[config.mk]
export PLATFORM = sky130hd
export DESIGN_NAME = pmem_burst_responder
export DESIGN_NICKNAME = d
export VERILOG_FILES = /design/src/rtl/pmem_burst_pkg.sv /design/src/rtl/pmem_burst_responder.sv
export SDC_FILE = /design/constraint.sdc
export NUM_CORES = 1
export LEC_CHECK = 0
export CAP_MARGIN = 0
export CORE_ASPECT_RATIO = 0.9
export CORE_MARGIN = 4
export CORE_UTILIZATION = 25
export CTS_BUF_LIST = sky130_fd_sc_hd__clkbuf_16
export DETAILED_ROUTE_END_ITERATION = 16
export PLACE_DENSITY = 0.52
export SLEW_MARGIN = 20
export SYNTH_ARGS = -nofsm -noshare
export SYNTH_HDL_FRONTEND = slang
export SYNTH_SLANG_ARGS = --single-unit
export TNS_END_PERCENT = 1
[constraint.sdc]
create_clock -name clk -period 31.7 [get_ports clk]
set_clock_uncertainty 0.2 [all_clocks]
set_input_delay 9.51 -clock clk [delete_from_list [all_inputs] [get_ports clk]]
set_output_delay 9.51 -clock clk [all_outputs]
set_load 0.005 [all_outputs]
[src/rtl/pmem_burst_pkg.sv]
// Shared types and constants for the cache-line to 4-beat DRAM burst responder.
package pmem_burst_pkg;

  localparam int BEAT_W   = 64;
  localparam int BEATS    = 4;
  localparam int LINE_W   = BEAT_W * BEATS;
  localparam int OFFSET_W = 5;

  typedef logic [$clog2(BEATS)-1:0] beat_idx_t;

  localparam beat_idx_t LAST_BEAT = beat_idx_t'(BEATS - 1);

  typedef enum logic [2:0] {
    IDLE,
    READ,
    WRITE,
    RESP,
    DONE
  } state_t;

endpackage

[src/rtl/pmem_burst_responder.sv]
// Serves 256-bit cache line reads/writes as 4-beat, 64-bit bursts on the memory side.
// Handshake: cache holds pmem_read/pmem_write until the one-cycle pmem_resp; each memory beat completes on burst_resp=1.
module pmem_burst_responder
  import pmem_burst_pkg::*;
(
  input  logic              clk,
  input  logic              rst,
  input  logic [31:0]       pmem_address,
  input  logic              pmem_read,
  input  logic              pmem_write,
  input  logic [LINE_W-1:0] pmem_wdata,
  output logic [LINE_W-1:0] pmem_rdata,
  output logic              pmem_resp,
  output logic [31:0]       burst_addr,
  output logic              burst_read,
  output logic              burst_write,
  output logic [BEAT_W-1:0] burst_wdata,
  input  logic [BEAT_W-1:0] burst_rdata,
  input  logic              burst_resp
);

  state_t                         state_q, state_d;
  beat_idx_t                      cnt_q, cnt_d;
  logic [BEATS-1:0][BEAT_W-1:0]   rline_q;
  logic [BEATS-1:0][BEAT_W-1:0]   wline_q;
  logic [31:0]                    addr_q;
  logic                           accept_rd, accept_wr;
  logic                           unused_offset;

  // Offset bits select a byte within the line and never reach the memory side.
  assign unused_offset = &{1'b0, pmem_address[OFFSET_W-1:0]};

  assign accept_rd = (state_q == IDLE) && pmem_read;
  assign accept_wr = (state_q == IDLE) && !pmem_read && pmem_write;

  always_ff @(posedge clk or posedge rst) begin
    if (rst) begin
      state_q <= IDLE;
      cnt_q   <= '0;
      rline_q <= '0;
      wline_q <= '0;
      addr_q  <= '0;
    end else begin
      state_q <= state_d;
      cnt_q   <= cnt_d;
      if (accept_rd || accept_wr) begin
        addr_q <= {pmem_address[31:OFFSET_W], {OFFSET_W{1'b0}}};
      end
      if (accept_wr) begin
        wline_q <= pmem_wdata;
      end
      if ((state_q == READ) && burst_resp) begin
        rline_q[cnt_q] <= burst_rdata;
      end
    end
  end

  always_comb begin
    state_d = state_q;
    cnt_d   = cnt_q;
    case (state_q)
      IDLE: begin
        if (pmem_read) begin
          state_d = READ;
        end else if (pmem_write) begin
          state_d = WRITE;
        end
      end
      READ, WRITE: begin
        if (burst_resp) begin
          if (cnt_q == LAST_BEAT) begin
            state_d = RESP;
            cnt_d   = '0;
          end else begin
            cnt_d = beat_idx_t'(cnt_q + 1'b1);
          end
        end
      end
      RESP:    state_d = DONE;
      // The cache drops its request the cycle after pmem_resp; ignore it here.
      DONE:    state_d = IDLE;
      default: state_d = IDLE;
    endcase
  end

  assign pmem_rdata  = rline_q;
  assign pmem_resp   = (state_q == RESP);
  assign burst_addr  = addr_q;
  assign burst_read  = (state_q == READ);
  assign burst_write = (state_q == WRITE);
  assign burst_wdata = (state_q == WRITE) ? wline_q[cnt_q] : '0;

  always @(posedge clk) begin
    if (!rst) begin
      assert (!((state_q == IDLE) && pmem_read && pmem_write))
        else $warning("pmem_read and pmem_write asserted together; read served");
    end
  end

endmodule
* After elaboration in Yosys (flattened, before gate mapping)
Cells that the tools add are included.
Word-level totals: bits in registers 544, latch bits 0, bits in writable memories 0, bits in read-only memories 0, bits of input ports 357, memories kept 0
Cells by class: $add $sub $neg 1, multipliers 0, divide/modulo/power cells 0, $lt $le $gt $ge 2, equal/unequal tests 7, shift operators 0, multiplexer cells 12, bitwise logic cells 0, reductions and logical operators 11
Operators with widths (count):
- $bwmux 256 | 1
- $mux 64 | 3
- $bmux 64 s2 | 1
- $demux 64 s2 | 1
- $mux 3 | 4
- $pmux 3 s3 | 1
- $eq 3x2->1 const B | 2
- $logic_and 1x1->1 | 5
- $ne 2x2->1 const B | 2
- $eq 3x1->1 const B | 1
- $logic_not 3->1 | 1
- $lt 2x3->1 const B | 1
- $ne 3x3->1 const B | 1
- $reduce_and 3->1 | 1
- $add 2x1->2 const B | 1
- $eq 2x2->1 const B | 1
- $ge 2x1->1 const B | 1
- $mux 2 | 1
- $reduce_and 2->1 | 1
- $reduce_or 2->1 | 1
- $logic_not 1->1 | 1
- $logic_or 1x1->1 | 1

* Longest topological paths before layout
depth after elaboration 5, depth in mapped cells 7, mapped depth without buffers 4

* Least setup slack after synthesis
No wires, ideal clock.
path kind register -> output, start point register cnt_q[0], end point output port burst_wdata[10], data arrival time 1.607 ns, setup slack 20.383 ns, cell stages (with the launch flop) 6, buffers on the path 3, path through dfrtp_1 > clkbuf_1 > buf_4 > buf_4 > mux4_2 > and3_1
On the way: cells in the longest elaborated chain, start to end 3
Ends and longest elaborated chain:
- from (decl) | RTL line pmem_burst_responder.sv:23 | beat_idx_t cnt_q, cnt_d;
- from (signal assigned) | RTL line pmem_burst_responder.sv:45 | cnt_q <= cnt_d;
- $bmux 64 s2 | RTL line pmem_burst_responder.sv:91 | assign burst_wdata = (state_q == WRITE) ? wline_q[cnt_q] : '0;
- $mux 64 (not written as such) | RTL line pmem_burst_responder.sv:91
- $mux 64 | RTL line pmem_burst_responder.sv:91
- to (decl) | RTL line pmem_burst_responder.sv:17 | output logic [BEAT_W-1:0] burst_wdata,
Every way passes these cells. The select of a mux whose other input is x is not followed.

* Worst setup path after layout
start point register cnt_q[0], end point output port burst_wdata[4]
Same word-level chain as after synthesis.

==> impl_metrics.env <==
export IMPL_outcome="finished clean"
export IMPL_die_w_um=323.4
export IMPL_endpoint_kind="output pin"
export IMPL_synth_edf_count=0
export IMPL_dp_final_hpwl_um=49930
export IMPL_cts_made_buffers=68
export IMPL_tightest_slew_ns=1.060
export IMPL_holdPathStages=1
export IMPL_final_max_slew_viol_count=0
export IMPL_startpoint_type="flop"
export IMPL_first_pass_iters=4
export IMPL_worst_ep_required_time_ns=21.99
export IMPL_critPathMaxFanout=36
export IMPL_pre_cts_slack_ns=18.45
export IMPL_clockBufferDepth=3
export IMPL_htree_levels=3
export IMPL_setup_worst_path_start="cnt_q[0]"
export IMPL_viasPerCell=4.386
export IMPL_start_util=0.2536
export IMPL_hold_path_class="reg -> reg"
export IMPL_ys_ff_latch=544
export IMPL_min_from="wline_q[101]"
export IMPL_synthMostInstantiatedCell="dfrtp_1"
export IMPL_portBuffers=701
export IMPL_grt_pass1_wl_um=103400
export IMPL_min_period_ns=13.34
export IMPL_synth_distinct_cells=29
export IMPL_netlist_area_um2=22390
export IMPL_root_buffer="clkbuf_16"
export IMPL_ant_nets=0
export IMPL_die_area_um2=94400
export IMPL_netlist_top_cells_area="dfrtp_1, mux2_2, mux2_1"
export IMPL_ioPinCount=712
export IMPL_hold_viol=0
export IMPL_layout_setup_ws_ns=18.36
export IMPL_cpLargestDelayFamily="buffers and inverters"
export IMPL_tns_ns=0
export IMPL_regToRegStartpoint="state_q[1]"
export IMPL_hold_buffers=0
export IMPL_synth_commonest_cells="dfrtp_1, mux2_2, mux2_1"
export IMPL_power_density_nw_per_um2=97.88
export IMPL_clkTransAtPathRegs_ns=0.05
export IMPL_drive_gt1_frac=0.2682
export IMPL_leakage_uw=0.01394
export IMPL_fillers=8376
export IMPL_clk_latency_ns=0.59
export IMPL_crit_type="reg -> out"
export IMPL_slew_headroom=0.2931
export IMPL_grt_max_degree=137
export IMPL_cts_resized=0
export IMPL_grt_ovfl_total=0
export IMPL_finalNetCount=2398
export IMPL_ys_flop_type="dfrtp_1"
export IMPL_ys_seq_area_frac=0.6081
export IMPL_setup_viol=0
export IMPL_vias=14256
export IMPL_rr_worst_depth=6
export IMPL_drv_cap=0
export IMPL_path_depth=4
export IMPL_synth_area_leader_cell="dfrtp_1"
export IMPL_synth_top_area_share=0.6081
export IMPL_antenna_found_initial=27
export IMPL_wirelength_um=69940
export IMPL_gp_congestion=0.7982
export IMPL_cp_slowest_cell="dfrtp_4"
export IMPL_rows=103
export IMPL_yosys_warnings=0
export IMPL_power_uw=3189
export IMPL_core_area_um2=88280
export IMPL_syn_area_per_cell_um2=16.72
export IMPL_slowest_delay_ns=0.91
export IMPL_cts_num_sinks=544
export IMPL_post_drt_wl_per_cell_um=21.52
export IMPL_period_share=0.4209
export IMPL_cts_setup_buffers=0
export IMPL_die_h_um=291.9
export IMPL_synthCells=1339
export IMPL_cts_tree="yes"
export IMPL_arrival_ns=3.63
export IMPL_cp_num_buf_inv=2
export IMPL_drc=0
export IMPL_ir_worst_vdd_uv=41.66
export IMPL_hold_slack_ns=0.2855
export IMPL_fmaxAchievable_ghz=0.07495
export IMPL_crit_chain="buf_4 > mux4_2 > and3_1 > clkdlybuf4s50_1"
export IMPL_grt_pass1_vias=15990
export IMPL_rsz0062_at_grt="false"
export IMPL_syn2layout_area_growth_pct=45.56
export IMPL_async_flop_share=1.000
export IMPL_drt_initial_drc_count=422
export IMPL_grt_use_total=0.1447
## worst register-to-register path, cell delays in order, from the launching register on
cell,delay (ns)
dfrtp_2,0.33
buf_4,0.70
nor3_2,0.17
nand2_4,0.53
buf_4,0.91
buf_4,0.90
mux2_2,0.46
## metrics by stage
step | utilization | cell area, um^2 | std cells
floorplan | - | 22400 | 1343
global placement | 0.3451 | 30470 | 3122
detailed placement | 0.3451 | 30470 | 3122
CTS | 0.3689 | 32560 | 3243
global route | 0.3690 | 32570 | 3245
finish | 0.3691 | 32580 | 3250
## final timing paths
path	to	slack, ns
max reg2reg	wline_q[224]	27.38
max in group asynchronous	pmem_rdata[229]	19.60
max	burst_wdata[4]	18.36
min reg2reg	wline_q[101]	0.29
min	wline_q[101]	0.29
min in group asynchronous	wline_q[239]	9.33
## cells in the final DEF (no fill, tap or decap), types with 2 or more instances in the layout
master,instances
mux4_2,64
inv_1,12
mux2_2,363
nor2_1,3
dfrtp_4,2
clkinv_1,17
nand2_1,2
clkdlybuf4s50_1,701
inv_16,3
buf_4,14
diode_2,7
dfrtp_1,541
nand2_4,5
nor3b_1,2
inv_6,4
conb_1,5
bufinv_16,3
mux2_4,10
clkinv_2,11
mux2_1,168
and3_1,64
clkbuf_16,68
ha_1,4
clkinvlp_4,4
## registers in the layout (all words and copies together) (netlist names)
signal and flops:
state_q 3, pmem_rdata 256, cnt_q 2, burst_addr 27
wline_q 256
## routing by layer
layer  wire, um  global-route usage
met1      26190              0.1589
met2      34320              0.2501
met3       7306             0.06522
met4       1980             0.04575
met5        147                   0
## power by group
part	switching, uW	internal (uW)	leakage [uW]
clock network	311	420	0.00106
registers	195	1030	0.00662
logic	423	807	0.00626
total	929	2260	0.0139
## final cells by class
class / count / area (um^2) / area share
Timing Repair Buffer: 717 / 7153 / 0.2195
Clock buffer: 68 / 1702 / 0.05222
Tap cell: 1155 / 1445 / 0.04435
Sequential cell: 544 / 13620 / 0.4181
Antenna cell: 7 / 17.52 / 0.0005376
Multi-Input combinational cell: 702 / 8229 / 0.2526
Inverter: 4 / 22.52 / 0.0006912
Clock inverter: 53 / 392.9 / 0.01206
## kinds of logic (layout without fill, tap and decap cells)
| kind of cell | Yosys count | after routing | synth area share |
|---|---|---|---|
| multiplexers | 605 | 605 | 0.3382 |
| flip-flops | 544 | 544 | 0.6081 |
| buffers and inverters | 97 | 842 | 0.02565 |
| AND/OR/NAND/NOR | 83 | 83 | 0.02398 |
| adder cells (fa/ha/maj) | 4 | 4 | 0.002236 |
| AO/OA/AOI/OAI | 4 | 4 | 0.001230 |
| other | 1 | 12 | 0.0001675 |
| XOR/XNOR | 1 | 1 | 0.0003913 |
(Power assumes the default switching activity.)
